[src/rtl/io_bus_if.sv]
// io_bus_if: CPU-side IO bus between the pipelined CPU (master) and the
// IO responder (slave). Writes are qualified by io_we for one cycle; read
// data io_din is a combinational function of io_addr.
interface io_bus_if;
  logic [7:0]  io_addr;
  logic [31:0] io_dout;
  logic        io_we;
  logic [31:0] io_din;

  // CPU side: drives address, write data and write enable.
  modport master (
    output io_addr,
    output io_dout,
    output io_we,
    input  io_din
  );

  // Responder side: decodes the bus and returns read data.
  modport slave (
    input  io_addr,
    input  io_dout,
    input  io_we,
    output io_din
  );
endinterface

[src/rtl/io_bus_responder.sv]
// io_bus_responder: memory-mapped IO responder for the CPU IO bus.
//  - 0x00 LED register (5 bits), 0x0C display register (8 hex digits),
//    0x10 input valid flag (write = ack), 0x14 committed input word,
//    0x18 live entry shift buffer.
//  - Pushbutton 'valid' is synchronised (2 FF), optionally debounced, and
//    edge detected; each event either shifts in a hex digit or commits the
//    buffer into the input word handed to the CPU.
//  - The display register is scanned one digit at a time onto an/seg.
// Build option: define DEBOUNCE_EN to require the synchronised valid level
// to be stable for DB_CYCLES cycles before it is accepted.
module io_bus_responder #(
  parameter int SCAN_DIV  = 16,
  parameter int DB_CYCLES = 4
) (
  input  logic        clk,
  input  logic        rst,
  input  logic        valid,
  input  logic [4:0]  in,
  io_bus_if.slave     bus,
  output logic        ready,
  output logic [4:0]  out0,
  output logic [2:0]  an,
  output logic [3:0]  seg
);

  // Address map
  localparam logic [7:0] ADDR_LED   = 8'h00;
  localparam logic [7:0] ADDR_DISP  = 8'h0C;
  localparam logic [7:0] ADDR_VLD   = 8'h10;
  localparam logic [7:0] ADDR_DATA  = 8'h14;
  localparam logic [7:0] ADDR_SHIFT = 8'h18;

`ifdef DEBOUNCE_EN
  localparam bit DB_ON = 1'b1;
`else
  localparam bit DB_ON = 1'b0;
`endif

  // Scan divider sizing
  localparam int DIV_W = (SCAN_DIV > 2) ? $clog2(SCAN_DIV) : 1;
  localparam logic [DIV_W-1:0] DIV_LAST = DIV_W'(SCAN_DIV - 1);

  // Architectural registers
  logic [4:0]       r_out0;
  logic [31:0]      r_disp;
  logic [31:0]      r_shift;
  logic [31:0]      r_in_data;
  logic             r_in_vld;
  logic [2:0]       r_an;
  logic [3:0]       r_seg;
  logic [DIV_W-1:0] r_div;

  // Input conditioning
  logic [1:0]       r_sync;
  logic             r_level_d;
  logic             w_sync;
  logic             w_level;
  logic             w_evt;

  // Bus decode
  logic             w_wr_led;
  logic             w_wr_disp;
  logic             w_ack;
  logic             w_vld_eff;
  logic             w_entry;
  logic             w_commit;
  logic [31:0]      w_din;

  // Scan helpers
  logic             w_div_wrap;
  logic [2:0]       w_an_next;
  logic [3:0]       w_nib [8];

  // ------------------------------------------------------------------
  // valid synchroniser: two flops into the clk domain, reset to 0 so a
  // button held through reset yields exactly one rising edge afterwards.
  always_ff @(posedge clk or posedge rst) begin
    if (rst) begin
      r_sync <= 2'b00;
    end else begin
      r_sync <= {r_sync[0], valid};
    end
  end

  assign w_sync = r_sync[1];

  // Optional debounce stage between synchroniser and edge detector.
  generate
    if (DB_ON) begin : g_debounce
      localparam int DB_W = (DB_CYCLES > 1) ? $clog2(DB_CYCLES + 1) : 1;
      localparam logic [DB_W-1:0] DB_LAST = DB_W'(DB_CYCLES - 1);

      logic            r_db_level;
      logic [DB_W-1:0] r_db_cnt;

      // Level follows the synchronised input only after DB_CYCLES stable cycles.
      always_ff @(posedge clk or posedge rst) begin
        if (rst) begin
          r_db_level <= 1'b0;
          r_db_cnt   <= '0;
        end else if (w_sync != r_db_level) begin
          if (r_db_cnt == DB_LAST) begin
            r_db_level <= w_sync;
            r_db_cnt   <= '0;
          end else begin
            r_db_cnt <= r_db_cnt + 1'b1;
          end
        end else begin
          r_db_cnt <= '0;
        end
      end

      assign w_level = r_db_level;
    end else begin : g_no_debounce
      assign w_level = w_sync;
    end
  endgenerate

  // Edge stage: remembers the previous conditioned level.
  always_ff @(posedge clk or posedge rst) begin
    if (rst) begin
      r_level_d <= 1'b0;
    end else begin
      r_level_d <= w_level;
    end
  end

  // One event per press: rising edge of the conditioned level.
  assign w_evt = w_level & ~r_level_d;

  // ------------------------------------------------------------------
  // Write decode. An ack in the same cycle as an event is applied first,
  // so the event sees the input word as already consumed.
  assign w_wr_led  = bus.io_we && (bus.io_addr == ADDR_LED);
  assign w_wr_disp = bus.io_we && (bus.io_addr == ADDR_DISP);
  assign w_ack     = bus.io_we && (bus.io_addr == ADDR_VLD);
  assign w_vld_eff = r_in_vld & ~w_ack;
  assign w_entry   = w_evt & ~w_vld_eff &  in[4];
  assign w_commit  = w_evt & ~w_vld_eff & ~in[4];

  // CPU-writable output registers.
  always_ff @(posedge clk or posedge rst) begin
    if (rst) begin
      r_out0 <= 5'd0;
      r_disp <= 32'd0;
    end else begin
      if (w_wr_led) begin
        r_out0 <= bus.io_dout[4:0];
      end
      if (w_wr_disp) begin
        r_disp <= bus.io_dout;
      end
    end
  end

  // Entry buffer and handshake: digits shift in, commit publishes the word.
  always_ff @(posedge clk or posedge rst) begin
    if (rst) begin
      r_shift   <= 32'd0;
      r_in_data <= 32'd0;
      r_in_vld  <= 1'b0;
    end else begin
      if (w_ack) begin
        r_in_vld <= 1'b0;
      end
      if (w_entry) begin
        r_shift <= {r_shift[27:0], in[3:0]};
      end else if (w_commit) begin
        r_in_data <= r_shift;
        r_in_vld  <= 1'b1;
        r_shift   <= 32'd0;
      end
    end
  end

  // Read mux, combinational from the address.
  always_comb begin
    w_din = 32'd0;
    unique case (bus.io_addr)
      ADDR_LED:   w_din = {27'd0, r_out0};
      ADDR_DISP:  w_din = r_disp;
      ADDR_VLD:   w_din = {31'd0, r_in_vld};
      ADDR_DATA:  w_din = r_in_data;
      ADDR_SHIFT: w_din = r_shift;
      default:    w_din = 32'd0;
    endcase
  end

  assign bus.io_din = w_din;

  // ------------------------------------------------------------------
  // Display scan: split the display register into its eight nibbles.
  generate
    for (genvar gi = 0; gi < 8; gi++) begin : g_nib
      assign w_nib[gi] = r_disp[4*gi +: 4];
    end
  endgenerate

  assign w_div_wrap = (r_div == DIV_LAST);
  assign w_an_next  = w_div_wrap ? (r_an + 3'd1) : r_an;

  // Divider and digit index; seg is registered alongside an so both move
  // on the same edge.
  always_ff @(posedge clk or posedge rst) begin
    if (rst) begin
      r_div <= '0;
      r_an  <= 3'd0;
      r_seg <= 4'd0;
    end else begin
      r_div <= w_div_wrap ? '0 : (r_div + 1'b1);
      r_an  <= w_an_next;
      r_seg <= w_nib[w_an_next];
    end
  end

  // ------------------------------------------------------------------
  assign ready = ~r_in_vld;
  assign out0  = r_out0;
  assign an    = r_an;
  assign seg   = r_seg;

endmodule

[src/flat_wrapper.sv]
// flat-port wrapper written by rule: the top's interface ports become plain ports
module io_bus_responder_flat 
#(
  parameter int SCAN_DIV  = 16,
  parameter int DB_CYCLES = 4
)
  (clk, rst, valid, in, ready, out0, an, seg, bus_io_addr, bus_io_dout, bus_io_we, bus_io_din);
  io_bus_if bus_i ();
  input  logic clk;
  input  logic rst;
  input  logic valid;
  input  logic [4:0] in;
  output logic ready;
  output logic [4:0] out0;
  output logic [2:0] an;
  output logic [3:0] seg;
  input wire logic [$bits(bus_i.io_addr)-1:0] bus_io_addr;
  input wire logic [$bits(bus_i.io_dout)-1:0] bus_io_dout;
  input wire logic [$bits(bus_i.io_we)-1:0] bus_io_we;
  output wire logic [$bits(bus_i.io_din)-1:0] bus_io_din;
  assign bus_i.io_addr = bus_io_addr;
  assign bus_i.io_dout = bus_io_dout;
  assign bus_i.io_we = bus_io_we;
  assign bus_io_din = bus_i.io_din;
  io_bus_responder #(.SCAN_DIV(SCAN_DIV), .DB_CYCLES(DB_CYCLES)) u_core (.clk(clk), .rst(rst), .valid(valid), .in(in), .bus(bus_i), .ready(ready), .out0(out0), .an(an), .seg(seg));
endmodule
[config.mk]
export PLATFORM = sky130hd
export DESIGN_NAME = io_bus_responder_flat
export DESIGN_NICKNAME = d
export VERILOG_FILES = /design/src/rtl/io_bus_if.sv /design/src/rtl/io_bus_responder.sv /design/src/flat_wrapper.sv
export SDC_FILE = /design/constraint.sdc
export NUM_CORES = 1
export LEC_CHECK = 0
export ABC_AREA = 1
export BUFFER_PORTS_ARGS = -buffer_cell sky130_fd_sc_hd__clkbuf_2
export CELL_PAD_IN_SITES_DETAIL_PLACEMENT = 0
export CELL_PAD_IN_SITES_GLOBAL_PLACEMENT = 2
export CORE_ASPECT_RATIO = 1.4
export CORE_UTILIZATION = 29
export CTS_CLUSTER_SIZE = 30
export DETAILED_ROUTE_END_ITERATION = 8
export PLACE_DENSITY_LB_ADDON = 0.1
export SLEW_MARGIN = 20
export SYNTH_ARGS = -nofsm -noshare
export SYNTH_HDL_FRONTEND = slang
export SYNTH_SLANG_ARGS = --single-unit
[constraint.sdc]
create_clock -name clk -period 3.3 [get_ports clk]
set_clock_uncertainty 0.05 [all_clocks]
set_input_delay 0.33 -clock clk [delete_from_list [all_inputs] [get_ports clk]]
set_output_delay 0.33 -clock clk [all_outputs]
set_load 0.005 [all_outputs]
# --- Yosys cells after proc, flatten, opt, wreduce, memory -nomap -nowiden ---
# Index checks and enable logic that the tools add are counted.
word_totals:
  reg_bits: 116
  out_inout_bits: 45
classes:
  addsub: 2
  magnitude_cmp: 1
  n_eq_ne: 5
  mux: 11
  n_bitwise: 12
  n_reduce_logical: 6
op_table:
  columns: ["operator", "count"]
  rows:
  - ["one-hot mux 32 bit (5 select lines)", 1]
  - ["2-to-1 mux 32 bit", 2]
  - ["== test 8 x 5 -> 1 bit (second input constant)", 3]
  - ["binary-select mux 4 bit (select 3 bit)", 1]
  - ["2-to-1 mux 4 bit", 3]
  - ["== test 8 x 4 -> 1 bit (second input constant)", 1]
  - ["logical NOT 8 bit", 1]
  - ["NOT 1 bit", 6]
  - ["bitwise AND 1 bit", 5]
  - ["adder 4 x 1 -> 4 bit (second input constant)", 1]
  - ["== test 4 bit (second input constant)", 1]
  - ["greater-or-equal comparator 4 bit (second input constant)", 1]
  - ["NOT 3 -> 4 bit", 1]
  - ["adder 3 x 1 -> 3 bit (second input constant)", 1]
  - ["logical AND 1 bit", 3]
  - ["2-to-1 mux 1 bit", 3]
  - ["2-to-1 mux 3 bit", 1]
  - ["AND reduction 2 bit", 1]
  - ["nonzero test 2 bit", 1]

# --- Depth between registers and ports, before layout ---
depth:
  word_depth: 9
  ltp_mapped: 10
  mapped_depth_nobuf: 9

# --- Least setup slack after synthesis ---
# No wires, ideal clock.
synth_timing:
  kind: "input -> output"
  from: "input bus_io_addr[1]"
  to: "output bus_io_din[16]"
  t_arrival_ns: 1.178
  t_required_ns: 2.920
  slack_ns: 1.742
  cell_stages: 6
  n_path_buf: 1
  cell_sequence: "nor2_2 > nand3_1 > nor2_2 > clkbuf_1 > nand2_1 > nand3_1"
synth_via:
  elab_chain_len: 2
  word_cells_on_any_way: 6
synth_lines:
  columns: ["element", "line_no", "source"]
  rows:
  - ["start: declaration", "flat_wrapper.sv:17", "input wire logic [$bits(bus_i.io_addr)-1:0] bus_io_addr;"]
  - ["== test 8 x 5 -> 1 bit, or another cell as far along", "io_bus_responder.sv:179", "unique case (bus.io_addr)"]
  - ["one-hot mux 32 bit (5 select lines) *", "io_bus_responder.sv:179", null]
  - ["end: declaration", "flat_wrapper.sv:20", "output wire logic [$bits(bus_i.io_din)-1:0] bus_io_din;"]
# Every way passes the cells marked *; elsewhere a longest branch is shown, timed or not.

# --- Worst setup path in the final report ---
layout_timing:
  from: "input bus_io_addr[1]"
  to: "output bus_io_din[12]"
# The elaborated chain is that of the path after synthesis.

==> reports/results.tsv <==
stage	metric	value	unit
cts	numCtsBuffers	17	
routing	firstDrtPassIters	4	
run_status	status	finished, final reports clean	
global_routing	grt_overflow	0	
sta	post-route-period-util	60.4	%
cts	clk_path_buf_depth	2	
layout	drive_gt1_share	19.2	%
sta	setup_tns	0	ps
power	p_leak	3.74	nW
layout	final_nets	865	
place	gp_congestion	0.763	
yosys	yosys_warnings	0	
sta	setup_viol_count_final	0	
cts	path_clk_slew	50	ps
worst_setup_path	cpPeakStageDelay	380	ps
routing	drt_iter0_drc	284	
sta	min_period	1990	ps
layout	ff_latch_area	2900	um2
global_routing	grt_pass1_wl	29500	um
sta	hold_violations	0	
worst_setup_path	cp.arrival	1610	ps
cts	cts_post_setup_buffers_inserted	0	
worst_setup_path	end_kind	output port	
layout	multiInputGateArea	2370	um2
power	pwr_density_cell	552	nW/um2
worst_setup_path	crit_fanout	32	
sta	relSlewSlack	36.9	%
sta	fmaxAchievable	0.502	GHz
flow_run	maxCapViolations	0	
yosys	synth-seq-cells	116	
place	dp_hpwl	12500	um
global_routing	grt_pass1_vias	5242	
routing	drc_errors	0	
global_routing	grt_max_degree	66	
routing	routed_wl	18000	um
floorplanning	io_pins	94	
routing	vias_per_cell	4.70	
cts	insertion_delay	420	ps
yosys	synth.yosys.seq_area_share	51.1	%
worst_setup_path	cp_cell_sequence	clkbuf_2 > nor2_2 > nand3_1 > nor3_4 > buf_4 > nand2_1 > nand3_1 > clkbuf_2	
layout	filler_cell_count	2121	
place	port_buffers	93	
sta	rsz0062_at_grt	no	
global_routing	grt_usage	19.2	%
cts	cts_tree	built	
layout	diodes	0	
worst_setup_path	cp-start-kind	primary input	
worst_setup_path	worstSetupPathType	primary input to output port	
yosys	synth_area_per_cell	7.78	um2
routing	wire_per_inst	16.7	um
sta	worst_pin_slew	944	ps
floorplanning	die_h	168	um
worst_setup_path	worstPathRequired	2920	ps
yosys	syn_area	5680	um2
min_path	hold_path.class	primary input to asynchronous set/reset pin	
power	p_total	3.89	mW
power	max-vdd-ir-drop	0.000282	V
routing	via_count	5048	
cts	numClockSinks	116	
floorplanning	std_cell_rows	60	
cts	cts_htree_levels	4	
layout	area_growth	24.0	%
yosys	syn-num-nets	781	
yosys	synthesis.instances	730	
worst_setup_path	critPathSlowestCell	buf_4	
floorplanning	dieArea	20200	um2
yosys	ys_types	26	
cts	postCtsHoldBufs	1	
floorplanning	initial_core_util	29.6	%
cts	clockRootBuffer	clkbuf_16	
floorplanning	core_area	19200	um2
cts	cts_resized	0	
floorplanning	die_x	120	um
global_routing	antenna_found_initial	0	
sta	slew_violations	0	
routing	ant_nets	0	
==> cell type report <==
cell class / instances / area share [%]
clock buffer: 19 / 6.15
clock inverter: 13 / 2.93
inverter: 56 / 3.04
multi-input combinational: 515 / 33.7
sequential: 116 / 41.2
tap: 248 / 4.41
timing repair buffer: 108 / 8.60
==> worst paths after layout <==
check,from,to,slack [ps],cells after the start
worst max-delay path,bus_io_addr[1],bus_io_din[12],1310,8
worst min-delay path,rst,u_core.r_shift[29],40,2
worst max register to register,u_core.r_div[0],u_core.seg[3],1430,8
worst min register to register,u_core.r_sync[0],u_core.r_sync[1],310,0
max in group asynchronous,rst,u_core.r_disp[23],2420,3
min in group clk,in[2],u_core.r_shift[2],100,3
==> sequential cells by signal (all words and copies together) (netlist names) <==
signal,flops
u_core.an,3
u_core.out0,5
u_core.r_disp,32
u_core.r_div,4
u_core.r_in_data,32
u_core.r_in_vld,1
u_core.r_level_d,1
u_core.r_shift,32
u_core.r_sync,2
u_core.seg,4
==> stage by stage <==
| step | cell area (um2) | util [%] | worst slack (ps) | instances | hold slack [ps] |
|---|---|---|---|---|---|
| finish | 7040 | 36.6 | 1310 | 1075 | 40.7 |
| global route | 7040 | 36.6 | 1160 | 1075 | 101 |
| CTS | 7040 | 36.6 | 1270 | 1075 | 78.8 |
| detailed placement | 6390 | 33.3 | 1170 | 1042 | 291 |
| global placement | 6390 | 33.3 | 1240 | 1042 | 293 |
| floorplan | 5680 | - | 1510 | 730 | 281 |
==> synthesized netlist by cell type <==
library cell | n | area, um2
a21oi_1 | 27 | 135
buf_1 | 1 | 3.75
buf_2 | 22 | 110
buf_4 | 6 | 45.0
buf_6 | 1 | 11.3
clkbuf_1 | 13 | 48.8
clkinv_1 | 1 | 3.75
dfrtp_1 | 116 | 2900
ha_1 | 2 | 25.0
inv_1 | 53 | 199
inv_2 | 2 | 7.51
nand2_1 | 291 | 1090
nand2_2 | 5 | 31.3
nand2_4 | 1 | 11.3
nand3_1 | 64 | 320
nand3_4 | 1 | 17.5
nand4_1 | 70 | 438
nand4_2 | 1 | 12.5
nor2_1 | 32 | 120
nor2_2 | 4 | 25.0
nor3_2 | 2 | 20.0
o21ai_1 | 10 | 50.1
o21ai_2 | 1 | 8.76
or2_2 | 1 | 6.26
xor2_1 | 2 | 17.5
xor2_2 | 1 | 16.3
==> logic make-up (layout without fill, tap and decap cells) <==
| group | count (synthesis) | after routing | share of synthesized area, % |
|---|---|---|---|
| flip-flops | 116 | 116 | 51.1 |
| adder cells (fa/ha/maj) | 2 | 2 | 0.441 |
| buffers and inverters | 99 | 196 | 7.56 |
| XOR/XNOR | 3 | 3 | 0.595 |
| AND/OR/NAND/NOR | 472 | 472 | 36.9 |
| AO/OA/AOI/OAI | 38 | 38 | 3.41 |
==> report_power, final <==
group	internal [mW]	switching (mW)	leakage [nW]
clock network	1.34	0.692	0.307
registers	1.50	0.0678	1.43
logic	0.0887	0.197	2.00
==> per-layer routing <==
metal	global-route usage, %	vias to the layer above	wire length (um)
li1	-	2542	-
met1	26.1	2410	8560
met2	30.6	81	8630
met3	4.33	15	599
met4	5.42	0	210
met5	0	-	0
==> cells in the final DEF, fill, tap and decap left out, types with 3 or more instances in the layout <==
cell type,count
dfrtp_1,116
a21oi_1,27
clkbuf_2,93
nor2_1,31
o21ai_1,10
buf_4,12
bufinv_16,5
nor2_2,4
clkinvlp_4,3
nand3_1,64
clkinv_2,3
clkbuf_16,17
nand4_1,70
inv_1,52
nand2_1,290
nand2_2,6
==> worst max-delay path: cells and delay by family <==
| family | cells | cell delay (ps) |
|---|---|---|
| buf+inv | 3 | 600 |
| simple gates | 5 | 660 |
No activity file was read; power rests on OpenSTA's default activity.
